## src/rtl/run_packer.sv

```systemverilog
// run_packer: packs sorted single records pairwise into 2*DATA_WIDTH words and
// appends an all-zero terminator after every run. The output side is a small
// first-word-fall-through FIFO that a merger input reads directly.
module run_packer #(
  parameter int DATA_WIDTH = 128,
  parameter int KEY_WIDTH  = 80,
  parameter int RUN_LOG    = 4,
  parameter int OUT_DEPTH  = 4
) (
  input  logic                    i_clk,
  input  logic                    i_rst,
  input  logic [DATA_WIDTH-1:0]   i_data,
  input  logic                    i_valid,
  input  logic                    i_last,
  output logic                    o_ready,
  output logic [2*DATA_WIDTH-1:0] o_data,
  output logic                    o_empty,
  input  logic                    i_read,
  output logic [31:0]             o_runs,
  output logic                    o_error
);

  localparam int PW = (RUN_LOG > 1) ? RUN_LOG - 1 : 1;
  localparam int AW = $clog2(OUT_DEPTH);
  localparam int CW = AW + 1;
  localparam logic [PW-1:0] PAIR_MAX = PW'((1 << (RUN_LOG - 1)) - 1);
  localparam logic [CW-1:0] DEPTH_C  = CW'(OUT_DEPTH);

  // Catch parameter sets the datapath cannot represent.
  if (KEY_WIDTH < 1 || KEY_WIDTH > DATA_WIDTH) begin : g_bad_key
    $error("run_packer: KEY_WIDTH must lie in 1..DATA_WIDTH");
  end
  if (RUN_LOG < 1 || OUT_DEPTH < 2 || (OUT_DEPTH & (OUT_DEPTH - 1)) != 0) begin : g_bad_cfg
    $error("run_packer: RUN_LOG >= 1 and OUT_DEPTH a power of two >= 2");
  end

  typedef enum logic [1:0] {LO, HI, TERM} state_t;

  state_t                  state_q, state_d;
  logic [DATA_WIDTH-1:0]   lo_q;
  logic [PW-1:0]           pair_q;
  logic [31:0]             runs_q;
  logic                    err_q;
  logic [2*DATA_WIDTH-1:0] mem [OUT_DEPTH];
  logic [AW-1:0]           wr_ptr, rd_ptr;
  logic [CW-1:0]           count;

  logic                    full, accept, deq;
  logic                    enq, term, pair_inc;
  logic [2*DATA_WIDTH-1:0] enq_data;

  // Readiness uses only registered state so a same-cycle read cannot unblock input.
  assign full    = (count == DEPTH_C);
  assign o_ready = ~i_rst & (state_q != TERM) & ~full;
  assign accept  = i_valid & o_ready;
  assign deq     = i_read & (count != '0);

  assign o_empty = (count == '0);
  assign o_data  = o_empty ? '0 : mem[rd_ptr];
  assign o_runs  = runs_q;
  assign o_error = err_q;

  // Next-state and enqueue decode.
  always_comb begin
    state_d  = state_q;
    enq      = 1'b0;
    enq_data = '0;
    term     = 1'b0;
    pair_inc = 1'b0;
    case (state_q)
      LO: if (accept) state_d = HI;
      HI: if (accept) begin
        enq      = 1'b1;
        enq_data = {i_data, lo_q};
        pair_inc = 1'b1;
        state_d  = (pair_q == PAIR_MAX || i_last) ? TERM : LO;
      end
      TERM: if (!full) begin
        enq     = 1'b1;
        term    = 1'b1;
        state_d = LO;
      end
      default: state_d = LO;
    endcase
  end

  // FSM, low-half latch, pair/run counters and sticky error.
  always_ff @(posedge i_clk or posedge i_rst) begin
    if (i_rst) begin
      state_q <= LO;
      lo_q    <= '0;
      pair_q  <= '0;
      runs_q  <= '0;
      err_q   <= 1'b0;
    end else begin
      state_q <= state_d;
      if (accept && state_q == LO) lo_q <= i_data;
      if (term)          pair_q <= '0;
      else if (pair_inc) pair_q <= pair_q + 1'b1;
      if (term) runs_q <= runs_q + 32'd1;
      // Zero is reserved for the terminator; i_last on a first record is malformed.
      if (accept && ((state_q == LO && i_last) || i_data == '0)) err_q <= 1'b1;
    end
  end

  // FIFO pointers and occupancy; enqueue never happens while full.
  always_ff @(posedge i_clk or posedge i_rst) begin
    if (i_rst) begin
      wr_ptr <= '0;
      rd_ptr <= '0;
      count  <= '0;
    end else begin
      if (enq) wr_ptr <= wr_ptr + 1'b1;
      if (deq) rd_ptr <= rd_ptr + 1'b1;
      case ({enq, deq})
        2'b10:   count <= count + 1'b1;
        2'b01:   count <= count - 1'b1;
        default: count <= count;
      endcase
    end
  end

  // FIFO storage; entries are only read once written, so no reset needed.
  always_ff @(posedge i_clk) begin
    if (enq) mem[wr_ptr] <= enq_data;
  end

endmodule
```

## config.mk

```make
export PLATFORM = sky130hd
export DESIGN_NAME = run_packer
export DESIGN_NICKNAME = d
export VERILOG_FILES = /design/src/rtl/run_packer.sv
export SDC_FILE = /design/constraint.sdc
export NUM_CORES = 1
export LEC_CHECK = 0
export ABC_AREA = 1
export CAP_MARGIN = 20
export CORE_MARGIN = 2
export CORE_UTILIZATION = 48
export CTS_CLUSTER_SIZE = 28
export DETAILED_ROUTE_END_ITERATION = 8
export HOLD_SLACK_MARGIN = 0.08
export PLACE_DENSITY = 0.68
export SYNTH_ARGS = -nofsm -noshare
export SYNTH_HDL_FRONTEND = slang
export SYNTH_SLANG_ARGS = --single-unit
```

## constraint.sdc

```tcl
create_clock -name i_clk -period 12.5 [get_ports i_clk]
set_clock_uncertainty 0.15 [all_clocks]
set_input_delay 2.5 -clock i_clk [delete_from_list [all_inputs] [get_ports i_clk]]
set_output_delay 2.5 -clock i_clk [all_outputs]
set_load 0.02 [all_outputs]
```

### Word-level counts from Yosys, hierarchy flattened

Memories as Yosys holds them, arrays and structs flattened.
Index checks and enable logic that the tools add are counted.

* flip-flop bits (word level): 173
* bits in latches: 0
* RAM bits: 1024
* ROM bits: 0
* logic and storage cells: 61
* memories: 1

Memories
* mem: words 4, width 256, rd ports 1, clocked after memory_dff 0, write ports 1, line 44 `logic [2*DATA_WIDTH-1:0] mem [OUT_DEPTH];`

* $add $sub $neg: 6
* $mul: 0
* divide/modulo/power cells: 0
* $lt $le $gt $ge: 0
* equality and inequality tests: 10
* shifts and indexed selects: 0
* mux-type cells: 18
* bitwise operators: 6
* reductions and logical operators: 12

Operator list (count)
* two-way mux 256 bit: 3
* zero test 128 bit: 1
* adder 32 x 1 -> 32 bit, second input constant: 1
* two-way mux 2 bit: 4
* != test 2 bit, second input constant: 4
* adder 3 x 1 -> 3 bit, second input constant: 2
* equality test 3 bit, second input constant: 2
* two-way mux 1 bit: 6
* two-way mux 3 bit: 2
* case mux 2 bit (3 select lines): 1
* case mux 3 bit (2 select lines): 1
* adder 2 x 1 -> 2 bit, second input constant: 2
* bitwise AND 1 bit: 4
* equality test 2 x 1 -> 1 bit, second input constant: 2
* equality test 2 bit, second input constant: 2
* nonzero test 2 bit: 2
* logical AND 1 bit: 3
* zero test 3 bit: 1
* AND reduction 3 bit: 1
* nonzero test 3 bit: 1
* subtractor 3 x 1 -> 3 bit, second input constant: 1
* zero test 2 bit: 1
* logical OR 1 bit: 2
* NOT 1 bit: 2
* case mux 1 bit (2 select lines): 1

### Depth between registers and ports, before layout

Gate-level depths: netlist (run 1).

* depth after elaboration: 8
* mapped depth: 13

### Least setup slack after synthesis (run 1)

OpenSTA, ideal clock, no wires.

* path kind: input-to-reg
* from: input i_rst
* to: memory mem[0][0] (netlist bit), enable pin
* library setup time: 0.877 ns
* arrival time: 13.641 ns
* required time: 11.473 ns
* slack: -2.167 ns
* stages on the path: 6
* cells stage by stage: nor2_2 -> nand4_1 -> buf_4 -> nand2_2 -> nand2_4 -> nor2_1

* cells in the longest elaborated chain, start to end: 8

RTL lines
* from (decl): line 11 `input logic i_rst,`
* NOT 1 bit: line 54 `assign o_ready = ~i_rst & (state_q != TERM) & ~full;`
* bitwise AND 1 bit (2 in series): line 54
* bitwise AND 1 bit: line 55 `assign accept = i_valid & o_ready;`
* two-way mux 1 bit: line 72 `HI: if (accept) begin`
* case mux 1 bit (2 select lines): line 70 `case (state_q)`
* two-way mux 1 bit: line 125 `if (enq) mem[wr_ptr] <= enq_data;`
* two-way mux 1 bit (not written as such): line 125
* to (decl): line 44

No other way between the ends.

### Final worst setup path (run 1)

* from: register rd_ptr[0]
* to: output o_data[81]

* cells in the longest elaborated chain, start to end: 2

RTL lines
* from (decl): line 45 `logic [AW-1:0] wr_ptr, rd_ptr;`
* from (signal assigned): line 114 `if (deq) rd_ptr <= rd_ptr + 1'b1;`
* memory (4 x 256 bit)
* two-way mux 256 bit: line 59 `assign o_data = o_empty ? '0 : mem[rd_ptr];`
* to (decl): line 16 `output logic [2*DATA_WIDTH-1:0] o_data,`

No other way between the ends.

==> out/metrics.yaml, run 1 <==
power_and_ir_drop:
  power_frac_seq_pct: 34.7
  combPwrFrac_pct: 40.0
  p_leak_nw: 21.76
  p_per_area_nw_per_um2: 246.9
  peakVddDrop_mv: 0.2128
  p_int_mw: 8.997
  power_frac_clock_pct: 25.3
  switching_share_pct: 37.45
  finalPower_mw: 14.38
  p_switching_mw: 5.386
placement:
  hpwl_mm: 67.90
  place_congestion: 0.8095
  place_ws_ns: 5.717
  dpl_cell_area_um2: 54160
  portBuffers: 423
  placed_cells: 5961
floorplanning:
  fp.coreArea_um2: 101600
  die_x_um: 323.6
  rows: 117
  die-area_um2: 104700
  die_h_um: 323.6
  ios: 424
  initial_core_util_pct: 48.26
critical_path:
  crit_fanout: 93
  cp.buffers_inverters: 3
  endpoint: "o_data[81]"
  crit_start: "rd_ptr[0]$_DFFE_PP0P_"
  crit_cells: 7
  crit_type: "flip-flop to output pin"
  r2r_cells: 8
  r2r_end: "mem[2][181]$_DFFE_PP_"
  critPathTopFamily: "buffers and inverters"
  end_kind: "output pin"
  required_ns: 9.85
  startpoint_type: "flip-flop"
  worstPathArrival_ns: 4.79
  path_cells: "buf_4 > buf_4 > nor2_1 > nor2_1 > o21ai_0 > a21oi_1 > clkdlybuf4s50_1"
  r2r-start: "state_q[0]$_DFFE_PP0P_"
  slowest_stage: "buf_4"
  rrSetupSlack_ns: 8.38
  slowest_delay_ns: 0.92
synthesis:
  async_flop_share_pct: 14.45
  synthDistinctLibCells: 37
  synth_xor_area_share_pct: 0.4746
  synth_top_family_by_area: "simple AND/OR/NAND/NOR gates"
  synth.most_common_cell: "nor2_1"
  synth.area.mux_share_pct: 0.02041
  ys_warn_count: 0
  yosysTopAreaCell: "edfxtp_1"
  synth_compound_area_share_pct: 9.263
  synth_edf_count: 1024
  synthCells: 4392
  yosys.area_share.simple_pct: 13.52
  synth-seq-cells: 1197
  synthTopCellsByArea: "edfxtp_1, nor2_1, dfrtp_1, o21ai_0, a21oi_1"
  synth-main-ff-cell: "edfxtp_1"
  synth.avg_cell_area_um2: 11.16
  yosysTopAreaCellShare_pct: 62.71
  yosysSeqAreaShare_pct: 71.54
  synth_fa_ha_area_share_pct: 0.3215
  syn-cell-area_um2: 49030
  synth_commonest_cells: "nor2_1, edfxtp_1, o21ai_0"
  syn-num-nets: 4537
min_path:
  hold_depth: 2
  hp-class: "flip-flop to flip-flop"
flow_run:
  drv_cap: 0
clocking:
  cts_resized: 0
  clockBufferDepth: 3
  cts_setup_buffers: 0
  tritoncts: "done"
  cts_inserted_buffers: 118
  hold_buffers: 0
  cts_root_buf: "clkbuf_16"
  h-tree-depth: 3
  clk_latency_ns: 0.72
  clkTransAtPathRegs_ns: 0.06
  cts_sinks: 1197
sta:
  setup_ws_ns: 5.057
  hold_viol: 0
  period_share_pct: 59.54
  rsz0062_at_grt: "no"
  max_slew_margin_pct: 23.35
  fin_setup_tns_ns: 0
  min_period_ns: 7.443
  slew_violations: 0
  clock.fmax_mhz: 134.4
  worst_pin_slew_ns: 1.150
  setup_viol: 0
  whs_ns: 0.3308
finish:
  final_nets: 4861
  area_growth_pct: 18.83
  drive_above_1_share_pct: 5.350
  fin_cells: 6195
  final_area_um2: 58260
  final_util_pct: 57.35
grt:
  grt_max_degree: 246
  grt_overflow: 0
  grt_pass1_vias: 31450
  grt_pass1_wl_mm: 184.2
  antenna_found_initial: 5
  grt_use_total_pct: 22.97
route:
  wl_mm: 121.9
  viasPerCell: 5.259
  route.detailed.drc: 0
  antenna_left: 0
  wl_per_cell_um: 19.67
  drt-initial-drc-count: 2818
  vias: 32580
  drtPass1Iterations: 5
outcome:
  outcome: "completed"
per-layer routing:
metal | up-vias | track usage (%) | part of all wire [%]
met5 | - | 0 | 0
met4 | 0 | 7.809 | 2.7
met3 | 162 | 4.233 | 6.7
met2 | 1046 | 38.02 | 49
met1 | 15900 | 30.68 | 42
li1 | 15470 | - | -
worst min-delay path by stage:
stage | startpoint | end
3_3_place_gp | lo_q[53]$_DFFE_PP0P_ | lo_q[53]$_DFFE_PP0P_
6_report | lo_q[42]$_DFFE_PP0P_ | lo_q[42]$_DFFE_PP0P_
5_1_grt | lo_q[54]$_DFFE_PP0P_ | lo_q[54]$_DFFE_PP0P_
4_1_cts | lo_q[118]$_DFFE_PP0P_ | lo_q[118]$_DFFE_PP0P_
3_5_place_dp | lo_q[54]$_DFFE_PP0P_ | lo_q[54]$_DFFE_PP0P_
2_1_floorplan | lo_q[0]$_DFFE_PP0P_ | lo_q[0]$_DFFE_PP0P_
sequential cells by signal, indices dropped and copies added, names as in the netlist:
signal / flops
wr_ptr: 2
rd_ptr: 2
lo_q: 128
count: 3
state_q: 2
pair_q: 3
o_runs: 32
mem: 1024
o_error: 1
power by group through the flow:
stage / Clock (mW) / Sequential (mW) / Combinational [mW]
after global placement: 0 / 5.06 / 5.71
after global routing: 3.86 / 5.03 / 6.26
final: 3.64 / 4.99 / 5.75
after floorplan: 0 / 5.05 / 3.40
after detailed placement: 0 / 5.07 / 5.75
after CTS: 3.70 / 4.99 / 5.79
logic make-up after synthesis:
logic type / after synthesis
buffers and inverters: 560
AND/OR/NAND/NOR: 1692
multiplexers: 1
adder cells (fa/ha/maj): 12
AO/OA/AOI/OAI: 906
flip-flops: 1197
XOR/XNOR: 24
area by class of cell:
| type | instances | area, um2 |
|---|---|---|
| inverters | 304 | 1176 |
| clock buffers | 162 | 3248 |
| multi-input cells | 2635 | 11610 |
| fillers | 8284 | 43330 |
| diodes | 5 | 12.51 |
| repair buffers | 460 | 4644 |
| clock inverters | 64 | 774.5 |
| well taps | 1368 | 1712 |
| flip-flops and latches | 1197 | 35090 |
worst register-to-register path: stages (launching register included):
cell     delay [ns]
dfrtp_1        0.39
inv_1          0.09
ha_1           0.31
nor2_2         0.11
nand4_1        0.14
buf_4          0.62
buf_4          0.86
buf_4          0.85
nor2_1         0.27
layout by cell type, fill, tap and decap left out, types with 31 or more instances in the layout:
master and count:
edfxtp_1 1024, nand2_1 240, dfrtp_1 171, clkbuf_1 31
inv_1 300, o21ai_0 644, a21oi_1 258, clkbuf_16 118
nor2_1 1380, clkdlybuf4s50_1 423
(Power assumes the default switching activity.)
==> inputs of run 2 (changes only) <==
--- a/config.mk
+++ b/config.mk
@@ -12,7 +12,7 @@
 export CTS_CLUSTER_SIZE = 28
 export DETAILED_ROUTE_END_ITERATION = 8
 export HOLD_SLACK_MARGIN = 0.08
-export PLACE_DENSITY = 0.68
+export PLACE_DENSITY = 0.65
 export SYNTH_ARGS = -nofsm -noshare
 export SYNTH_HDL_FRONTEND = slang
 export SYNTH_SLANG_ARGS = --single-unit
==> constraint.sdc (replaced) <==
create_clock -name i_clk -period 7.6 [get_ports i_clk]
set_clock_uncertainty 0.15 [all_clocks]
set_input_delay 1.52 -clock i_clk [delete_from_list [all_inputs] [get_ports i_clk]]
set_output_delay 1.52 -clock i_clk [all_outputs]
set_load 0.02 [all_outputs]
==> run 2 against run 1 <==
Compared with the run above:
- setup slack got worse by 3.3 ns
- sequential cell count unchanged
- register-to-register slack lost 4.2 ns
- clock power is 62% higher
- final cell count about the same
- utilization rose by 0.068 points
- via count is 0.47% lower
- first-iteration DRC count shrank 4.1%
- design area grew 0.12%
- critical path depth stayed put
- combinational power rose by 67%
- global-route usage up 0.21 points
==> out/metrics.yaml, run 2 (synthesis gave the netlist of run 1 again) <==
floorplanning:
  die_x_um: 323.6
  rows: 117
  ios: 424
  initial_core_util_pct: 48.26
  die-area_um2: 104700
  fp.coreArea_um2: 101600
  die_h_um: 323.6
power_and_ir_drop:
  peakVddDrop_mv: 0.4314
  p_leak_nw: 21.77
  combPwrFrac_pct: 40.6
  p_switching_mw: 8.866
  p_per_area_nw_per_um2: 404.9
  p_int_mw: 14.75
  switching_share_pct: 37.54
  power_frac_clock_pct: 25.0
  power_frac_seq_pct: 34.4
finish:
  drive_above_1_share_pct: 5.393
  layout_commonest_cell: "nor2_1"
  area_growth_pct: 18.97
  final_area_um2: 58330
  largest_register: "mem"
  nFillCells: 8421
  fin_cells: 6194
  mostFrequentLayoutCells: "nor2_1, edfxtp_1, o21ai_0"
  largest_register_ffs: 1024
  final_nets: 4861
placement:
  portBuffers: 423
  placed_cells: 5963
  place_congestion: 0.8114
  hpwl_mm: 68.91
  dpl_cell_area_um2: 54290
route:
  wl_mm: 123.5
  drt-initial-drc-count: 2703
  viasPerCell: 5.235
  antenna_left: 0
  vias: 32430
  drtPass1Iterations: 5
  wl_per_cell_um: 19.94
  route.detailed.drc: 0
sta:
  slew_violations: 0
  worst_pin_slew_ns: 1.100
  whs_ns: 0.3304
  min_period_ns: 5.859
  hold_viol: 0
  period_share_pct: 77.09
  setup_viol: 0
  clock.fmax_mhz: 170.7
  rsz0062_at_grt: "no"
  max_slew_margin_pct: 26.67
flow_run:
  drv_cap: 0
clocking:
  cts_resized: 0
  cts_sinks: 1197
  h-tree-depth: 3
  hold_buffers: 0
  clockBufferDepth: 3
  cts_setup_buffers: 0
  cts_root_buf: "clkbuf_16"
  tritoncts: "done"
  clk_latency_ns: 0.70
  clkTransAtPathRegs_ns: 0.06
  cts_inserted_buffers: 118
grt:
  grt_use_total_pct: 23.18
  grt_overflow: 0
  antenna_found_initial: 8
  grt_pass1_wl_mm: 184.4
  grt_max_degree: 212
  grt_pass1_vias: 30750
critical_path:
  crit_type: "flip-flop to output pin"
  required_ns: 5.93
  crit_fanout: 192
  worstPathArrival_ns: 4.19
  startpoint_type: "flip-flop"
  end_kind: "output pin"
outcome:
  outcome: "completed"
min_path:
  hp-class: "flip-flop to flip-flop"
## run 2: layout make-up
| class | count | area (um2) | area share, % |
|---|---|---|---|
| flip-flops and latches | 1197 | 35090 | 60.15 |
| multi-input cells | 2635 | 11610 | 19.90 |
| repair buffers | 460 | 4732 | 8.112 |
| clock buffers | 171 | 3445 | 5.905 |
| well taps | 1368 | 1712 | 2.934 |
| inverters | 304 | 1176 | 2.016 |
| clock inverters | 54 | 559.3 | 0.9588 |
| diodes | 5 | 12.51 | 0.02145 |
## run 2: stage by stage
stage               utilization [%]   TNS, ns  setup WS [ns]  total power [mW]
floorplan                         -  -1790.65         -1.749             13.83
global route                  57.42         0          1.510             24.87
finish                        57.42         0          1.741             23.62
global placement              53.43         0          2.538             17.79
CTS                           57.38         0          1.748             23.82
detailed placement            53.43         0          2.500             17.88
## run 2: final timing paths
check | depth (start not counted) | end | slack [ns] | startpoint
setup / recovery | 7 | o_data[201] | 1.74 | rd_ptr[0]$_DFFE_PP0P_
hold / removal | 1 | pair_q[0]$_DFFE_PP0P_ | 0.33 | pair_q[0]$_DFFE_PP0P_
setup reg to reg | 7 | mem[0][178]$_DFFE_PP_ | 4.18 | state_q[0]$_DFFE_PP0P_
hold reg to reg | 1 | pair_q[0]$_DFFE_PP0P_ | 0.33 | pair_q[0]$_DFFE_PP0P_
max in group asynchronous | 3 | lo_q[66]$_DFFE_PP0P_ | 4.90 | i_rst
min in group asynchronous | 2 | o_runs[3]$_DFFE_PP0P_ | 1.27 | i_rst
## run 2: routing by layer
layer / wire (um) / vias to the layer above / track usage (%)
li1: - / 15480 / -
met1: 53600 / 15730 / 32.38
met2: 58150 / 1025 / 36.72
met3: 7659 / 194 / 3.727
met4: 4098 / 2 / 8.899
met5: 8 / - / 0
## run 2: power groups by stage
stage,Combinational [mW],Clock (mW),Sequential (mW)
CTS,9.68,6.02,8.12
finish,9.59,5.91,8.12
global placement,9.56,0,8.23
floorplan,5.59,0,8.24
detailed placement,9.63,0,8.25
global route,10.4,6.28,8.18
## run 2: critical path: stages (launching register included)
cell and delay (ns):
dfrtp_4 0.62, buf_12 0.62, buf_4 0.72, nor2_1 0.12
nor2_1 0.10, o21ai_0 0.09, a21oi_1 0.32, clkdlybuf4s50_1 0.67
